<file path="config.mk">
export PLATFORM = sky130hd
export DESIGN_NAME = tcp_slow_path_send_q
export DESIGN_NICKNAME = d
export VERILOG_FILES = /design/src/rtl/tcp_misc_pkg.sv /design/src/rtl/slow_path_send_q_mem.sv /design/src/rtl/tcp_slow_path_send_q.sv
export SDC_FILE = /design/constraint.sdc
export NUM_CORES = 1
export LEC_CHECK = 0
export CAP_MARGIN = 20
export CORE_MARGIN = 1
export CORE_UTILIZATION = 50
export CTS_BUF_LIST = sky130_fd_sc_hd__clkbuf_8 sky130_fd_sc_hd__clkbuf_16
export DETAILED_ROUTE_END_ITERATION = 8
export PLACE_DENSITY_LB_ADDON = 0.08
export SYNTH_ARGS = -nofsm -noshare
export SYNTH_HDL_FRONTEND = slang
export SYNTH_HIERARCHICAL = 1
export SYNTH_SLANG_ARGS = --single-unit
</file>
<file path="constraint.sdc">
create_clock -name clk -period 18.9 [get_ports clk]
set_clock_uncertainty 0.1 [all_clocks]
set_input_delay 3.78 -clock clk [delete_from_list [all_inputs] [get_ports clk]]
set_output_delay 3.78 -clock clk [all_outputs]
set_load 0.01 [all_outputs]
</file>
<file path="src/rtl/tcp_misc_pkg.sv">
// ---------------------------------------------------------------------------
// tcp_misc_pkg
//   Shared types for the TCP slow-path send queue.
//   - tcp_pkt_hdr             : header fields the RX slow path hands to TX
//   - slow_path_send_q_struct : one queued send request
//                               (header + flow ID + source/destination IP)
//   - sat_inc16               : saturating 16-bit increment used by the
//                               debug stall counter
// ---------------------------------------------------------------------------
`ifndef IP_ADDR_W
`define IP_ADDR_W 32
`endif

package tcp_misc_pkg;

   localparam int FLOWID_W    = 8;
   localparam int IP_ADDR_W   = `IP_ADDR_W;
   localparam int STALL_CNT_W = 16;

   localparam logic [STALL_CNT_W-1:0] STALL_CNT_MAX = '1;

   typedef struct packed {
      logic [15:0] src_port;
      logic [15:0] dst_port;
      logic [31:0] seq_num;
      logic [31:0] ack_num;
      logic [7:0]  flags;
      logic [15:0] window;
   } tcp_pkt_hdr;

   typedef struct packed {
      tcp_pkt_hdr              pkt;
      logic [FLOWID_W-1:0]     flowid;
      logic [`IP_ADDR_W-1:0]   src_ip;
      logic [`IP_ADDR_W-1:0]   dst_ip;
   } slow_path_send_q_struct;

   localparam int SEND_Q_ENTRY_W = $bits(slow_path_send_q_struct);

   // Increment that sticks at all-ones instead of wrapping back to zero.
   function automatic logic [STALL_CNT_W-1:0] sat_inc16(input logic [STALL_CNT_W-1:0] value);
      if (value == STALL_CNT_MAX) begin
         return value;
      end
      return value + STALL_CNT_W'(1);
   endfunction

endpackage

</file>
<file path="src/rtl/slow_path_send_q_mem.sv">
// ---------------------------------------------------------------------------
// slow_path_send_q_mem
//   Storage array for the slow-path send queue: DEPTH words of WIDTH bits,
//   one synchronous write port and one asynchronous (combinational) read port.
//
//   Ports
//     clk      in   clock
//     wr_en    in   write strobe
//     wr_addr  in   write index
//     wr_data  in   write word
//     rd_addr  in   read index
//     rd_data  out  word at rd_addr, combinational
// ---------------------------------------------------------------------------
module slow_path_send_q_mem #(
   parameter int DEPTH     = 8,
   parameter int WIDTH     = 8,
   parameter int LOG_DEPTH = $clog2(DEPTH)
) (
   input  logic                 clk,
   input  logic                 wr_en,
   input  logic [LOG_DEPTH-1:0] wr_addr,
   input  logic [WIDTH-1:0]     wr_data,
   input  logic [LOG_DEPTH-1:0] rd_addr,
   output logic [WIDTH-1:0]     rd_data
);

   logic [WIDTH-1:0] mem [DEPTH];

   // NOTE: the array has no reset; a word is only ever read after it has
   // been written, because the pointers (which are reset) gate validity.
   // NOTE: sequential state is written with <= so every flop samples the
   // pre-edge value of every other flop, independent of block ordering.
   always_ff @(posedge clk) begin
      if (wr_en) begin
         mem[wr_addr] <= wr_data;
      end
   end

   assign rd_data = mem[rd_addr];

endmodule

</file>
<file path="src/rtl/tcp_slow_path_send_q.sv">
// ---------------------------------------------------------------------------
// tcp_slow_path_send_q
//   DEPTH-entry FIFO that buffers SYN-ACK send requests from the TCP RX slow
//   path and hands them, one per cycle at most, to the TX merger.
//
//   Ports
//     clk, rst                              clock, synchronous active-high reset
//     slow_path_send_pkt_enqueue_*          producer side: val/rdy + request
//     slow_path_send_pkt_dequeue_*          consumer side: val/rdy + head entry
//     send_q_occupancy                      entries held, 0..DEPTH
//     send_q_stall_cnt                      saturating count of cycles the
//                                           producer was held off
//
//   Pointers carry one extra wrap bit so full and empty are distinguishable
//   without a separate counter. Dequeue data is read straight from the
//   storage array (no output register), so a request written at edge N is
//   visible right after edge N. There is no bypass when empty and no
//   pass-through when full: enqueue_rdy depends only on registered state
//   and rst.
// ---------------------------------------------------------------------------
module tcp_slow_path_send_q
   import tcp_misc_pkg::*;
#(
   parameter int DEPTH     = 8,
   parameter int LOG_DEPTH = $clog2(DEPTH)
) (
   input  logic                   clk,
   input  logic                   rst,

   input  logic                   slow_path_send_pkt_enqueue_val,
   output logic                   slow_path_send_pkt_enqueue_rdy,
   input  tcp_pkt_hdr             slow_path_send_pkt_enqueue_pkt,
   input  logic [FLOWID_W-1:0]    slow_path_send_pkt_enqueue_flowid,
   input  logic [IP_ADDR_W-1:0]   slow_path_send_pkt_enqueue_src_ip,
   input  logic [IP_ADDR_W-1:0]   slow_path_send_pkt_enqueue_dst_ip,

   output logic                   slow_path_send_pkt_dequeue_val,
   input  logic                   slow_path_send_pkt_dequeue_rdy,
   output tcp_pkt_hdr             slow_path_send_pkt_dequeue_pkt,
   output logic [FLOWID_W-1:0]    slow_path_send_pkt_dequeue_flowid,
   output logic [IP_ADDR_W-1:0]   slow_path_send_pkt_dequeue_src_ip,
   output logic [IP_ADDR_W-1:0]   slow_path_send_pkt_dequeue_dst_ip,

   output logic [LOG_DEPTH:0]     send_q_occupancy,
   output logic [STALL_CNT_W-1:0] send_q_stall_cnt
);

   localparam logic [LOG_DEPTH:0] PTR_ONE = (LOG_DEPTH+1)'(1);

   logic [LOG_DEPTH:0]     wr_ptr;
   logic [LOG_DEPTH:0]     rd_ptr;
   logic [STALL_CNT_W-1:0] stall_cnt;

   logic empty;
   logic full;
   logic enq_fire;
   logic deq_fire;
   logic stall_evt;

   slow_path_send_q_struct    wr_entry;
   slow_path_send_q_struct    rd_entry;
   slow_path_send_q_struct    head_entry;
   logic [SEND_Q_ENTRY_W-1:0] rd_bits;

   // ---------------------------------------------------------------- flags
   assign empty = (wr_ptr == rd_ptr);
   // Same slot index but opposite lap: the writer is a full lap ahead.
   assign full  = (wr_ptr[LOG_DEPTH-1:0] == rd_ptr[LOG_DEPTH-1:0]) &&
                  (wr_ptr[LOG_DEPTH] != rd_ptr[LOG_DEPTH]);

   assign slow_path_send_pkt_enqueue_rdy = !full && !rst;
   assign slow_path_send_pkt_dequeue_val = !empty;

   assign enq_fire  = slow_path_send_pkt_enqueue_val && slow_path_send_pkt_enqueue_rdy;
   assign deq_fire  = slow_path_send_pkt_dequeue_val && slow_path_send_pkt_dequeue_rdy;
   assign stall_evt = slow_path_send_pkt_enqueue_val && !slow_path_send_pkt_enqueue_rdy;

   // Modulo 2^(LOG_DEPTH+1) difference; the wrap bit makes DEPTH representable.
   assign send_q_occupancy = wr_ptr - rd_ptr;
   assign send_q_stall_cnt = stall_cnt;

   // ------------------------------------------------------------- pointers
   always_ff @(posedge clk) begin
      if (rst) begin
         wr_ptr <= '0;
         rd_ptr <= '0;
      end else begin
         if (enq_fire) begin
            wr_ptr <= wr_ptr + PTR_ONE;
         end
         if (deq_fire) begin
            rd_ptr <= rd_ptr + PTR_ONE;
         end
      end
   end

   // ---------------------------------------------------------- stall count
   always_ff @(posedge clk) begin
      if (rst) begin
         stall_cnt <= '0;
      end else if (stall_evt) begin
         stall_cnt <= sat_inc16(stall_cnt);
      end
   end

   // -------------------------------------------------------------- storage
   always_comb begin
      wr_entry.pkt    = slow_path_send_pkt_enqueue_pkt;
      wr_entry.flowid = slow_path_send_pkt_enqueue_flowid;
      wr_entry.src_ip = slow_path_send_pkt_enqueue_src_ip;
      wr_entry.dst_ip = slow_path_send_pkt_enqueue_dst_ip;
   end

   slow_path_send_q_mem #(
      .DEPTH     (DEPTH),
      .WIDTH     (SEND_Q_ENTRY_W),
      .LOG_DEPTH (LOG_DEPTH)
   ) u_mem (
      .clk     (clk),
      .wr_en   (enq_fire),
      .wr_addr (wr_ptr[LOG_DEPTH-1:0]),
      .wr_data (wr_entry),
      .rd_addr (rd_ptr[LOG_DEPTH-1:0]),
      .rd_data (rd_bits)
   );

   assign rd_entry = slow_path_send_q_struct'(rd_bits);

   // Stale or never-written slots must not leak onto the output bus.
   // NOTE: an always_comb that assigns its outputs a default before any
   // condition cannot infer a latch.
   always_comb begin
      head_entry = '0;
      if (!empty) begin
         head_entry = rd_entry;
      end
   end

   assign slow_path_send_pkt_dequeue_pkt    = head_entry.pkt;
   assign slow_path_send_pkt_dequeue_flowid = head_entry.flowid;
   assign slow_path_send_pkt_dequeue_src_ip = head_entry.src_ip;
   assign slow_path_send_pkt_dequeue_dst_ip = head_entry.dst_ip;

endmodule
</file>
==> impl_summary.log <==
INFO  metric synth_top_cells_by_area = edfxtp_1 75%, mux4_1 10%, mux4_2 5.2%, mux2_2 3.5%, and2_1 2.0%
INFO  metric grt_start_max_net_pins = 105
INFO  metric r2r_start = rd_ptr[2]
INFO  metric crit_required = 15.02 ns
INFO  metric count_of_mapped_cells_out_of_synthesis = 2597
INFO  metric max_stage_delay = 0.57 ns
INFO  metric num_io_pins = 410
INFO  metric detail_route.iter0.violations = 1623
INFO  metric postLayoutCoreUtil = 59.2%
INFO  metric p_leak = 22.7 nW
INFO  metric totalWireLength = 131000 um
INFO  metric r2r-end = u_mem/mem[2][44]
INFO  metric ys_seq_area_share = 76.1%
INFO  metric critical_path_peak_fanout = 28
INFO  metric grt_antenna_before_repair = 30
INFO  metric r2r_setup_slack = 13.24 ns
INFO  metric die_area = 124000 um^2
INFO  metric timing.max_cap.violations = 0
INFO  metric antenna_violating_nets_post_route = 0
INFO  metric seqCellArea = 46600 um^2
INFO  metric grt.overflow.total = 0
INFO  metric grt_pass1_vias = 29200
INFO  metric filler_cell_count = 8614
INFO  metric placed_cells = 4541
INFO  metric cts.htree.levels = 4
INFO  metric post_cts_hold_buffer_count = 0
INFO  metric gp_routability_congestion = 0.717
INFO  metric postCtsSetupBuffers = 0
INFO  metric async_flop_share = 0%
INFO  metric post-synth-top-count-cell = edfxtp_1
INFO  metric worstPathCellList = clkdlybuf4s50_1 > buf_4 > a21oi_1 > clkdlybuf4s50_1
INFO  metric timing.reg2reg.worst_path_depth = 8
INFO  metric drv_slew = 0
INFO  metric drc_errors = 0
INFO  metric tritoncts = built
INFO  metric synth.cell_area = 61200 um^2
INFO  metric p_per_area = 110 nW/um^2
INFO  metric synth-edff-count = 1536
INFO  metric floorplan.rows = 128
INFO  metric postCtsResizedCells = 0
INFO  metric worst_ir_drop_vdd = 92.7 uV
INFO  metric cp-start-kind = input pin
INFO  metric rsz_0062_raised_after_global_routing = false
INFO  metric io_buffers = 409
INFO  metric worst_skew_pair_later_pin_latency = 0.77 ns
INFO  metric most_instantiated_cells_after_synthesis = 1536 x edfxtp_1, 243 x mux4_1, 194 x and2_1, 192 x mux2_2, 141 x mux4_2
INFO  metric avgRoutedWirePerCell = 27.1 um
INFO  metric height_of_the_chip = 352 um
INFO  metric numClockSinks = 1560
INFO  metric holdCritPathClass = flip-flop to flip-flop
INFO  metric vias = 27600
INFO  metric synth-seq-cells = 1560
INFO  metric syn-num-nets = 2800
INFO  metric first_pass_iters = 4
INFO  metric setup-violations-final = 0
INFO  metric yosysTopAreaCellShare = 75.3%
INFO  metric synth_flop_cell = edfxtp_1
INFO  metric grt_first_pass_wirelength = 192000 um
INFO  metric fmax = 110 MHz
INFO  metric cp-end-kind = output pin
INFO  metric tightest_slew_margin_relative_to_the_limit = 26.3%
INFO  metric critical-path-slowest-cell = clkdlybuf4s50_1
INFO  metric status = completed
INFO  metric worst_setup_path_endpoint = slow_path_send_pkt_enqueue_rdy
INFO  metric hpwl = 69600 um
INFO  metric cts_made_buffers = 162
INFO  metric postPlaceCellArea = 67000 um^2
INFO  metric final_critical_delay_including_setup_and_external_delays = 9.13 ns
INFO  metric crit_top_cell = clkdlybuf4s50_1
INFO  metric post_route_cells_drive_above_1_share = 18.8%
INFO  metric drt-vias-per-instance = 5.70
INFO  metric worstSetupStartpoint = rst
INFO  metric worstHoldStart = send_q_stall_cnt[5]
INFO  metric multiInputGateArea = 13800 um^2
INFO  metric die_x = 352 um
INFO  metric core_area = 122000 um^2
INFO  metric final_net_count = 3286
INFO  metric worst_setup_hold_path_clk_slew = 0.06 ns
INFO  metric start_util = 50.4%
INFO  metric finish.instance_area = 72000 um^2
INFO  metric root_buffer_cell = clkbuf_16
INFO  metric arrival_time_at_the_worst_endpoint = 5.25 ns
INFO  metric path_class = input pin to output pin
INFO  metric gr-usage-all-layers = 21.3%
INFO  metric clk_path_buf_depth = 3
INFO  metric layout_worst_path_cycle_share = 48.3%
INFO  metric setup_tns = 0 ns
INFO  metric finalNonFillerCells = 4836
INFO  metric average_cell_area_after_synthesis = 23.6 um^2
INFO  metric syn2layout_area_growth = 17.6%
INFO  metric timing_worst_slew_pin_value = 1.11 ns
INFO  metric synthDominantAreaCellType = edfxtp_1
INFO  metric hold_violations = 0
INFO  metric synth.lib_cells_used.distinct = 39
INFO  metric synthesis.yosys.warnings = 6
## placed cells by master, fill, tap and decap left out, types with 5 or more instances in the layout
master,count
inv_1,43
clkinv_2,24
buf_4,35
xnor2_1,13
mux2_2,192
clkinvlp_4,5
clkbuf_16,167
diode_2,6
mux4_2,141
edfxtp_1,1536
ha_1,6
nand2_1,13
nor2_1,21
nand3_1,7
nand4_1,7
nor2_4,6
clkdlybuf4s50_1,409
dfxtp_1,21
xor2_1,10
inv_6,5
mux4_1,243
buf_12,8
clkinv_1,40
and2_1,194
## worst max-delay path: cells and delay by family
family                 cells  cell delay [ns]
buffers and inverters      3             1.25
AO/OA/AOI/OAI              1             0.21
## per-stage QoR
step | setup WS, ns | hold slack, ns | total power, mW
CTS | 9.64 | 0.438 | 8.01
floorplan | 0.109 | 0.394 | 4.63
detailed placement | 9.75 | 0.425 | 5.10
global route | 9.49 | 0.463 | 8.19
finish | 9.77 | 0.427 | 7.91
global placement | 9.81 | 0.409 | 5.08
## layer usage
metal  GRT usage, %  up-vias  wire [um]
met5              0        -        280
met4           5.77       44       2400
met3           6.17      210       8610
met2           36.3      613      66800
met1           26.8    14600      53100
li1               -    12100          -
## power by group
| group | switching [mW] | total, mW | internal, mW |
|---|---|---|---|
| clock | 1.26 | 2.90 | 1.65 |
| sequential | 0.0258 | 3.88 | 3.85 |
| combinational | 0.521 | 1.13 | 0.613 |
| total | 1.80 | 7.91 | 6.11 |
## cell type report
cell class | count | share of cell area, %
clock buffers | 167 | 5.80
diodes | 6 | 0.0209
inverters | 8 | 0.0417
clock inverters | 119 | 0.968
flip-flops and latches | 1560 | 64.8
well taps | 1625 | 2.82
multi-input cells | 896 | 19.2
repair buffers | 455 | 6.39
## worst min-delay path by stage
stage	to	cells past startpoint	slack, ns
finish	send_q_stall_cnt[5]	2	0.43
global route	send_q_stall_cnt[5]	2	0.46
CTS	send_q_stall_cnt[5]	2	0.44
detailed placement	send_q_stall_cnt[5]	2	0.42
global placement	send_q_stall_cnt[5]	2	0.41
floorplan	rd_ptr[3]	2	0.39
## kinds of logic after synthesis
kind of cell / share of synthesized area (%)
AND/OR/NAND/NOR: 2.63
buffers and inverters: 1.41
flip-flops: 76.1
XOR/XNOR: 0.329
AO/OA/AOI/OAI: 0.180
adder cells (fa/ha/maj): 0.155
multiplexers: 19.2
## sequential cells by signal, summed over array words and instances (netlist names)
signal,count
u_mem/mem,1536
send_q_stall_cnt,16
rd_ptr,4
wr_ptr,4
(Power assumes the default switching activity.)
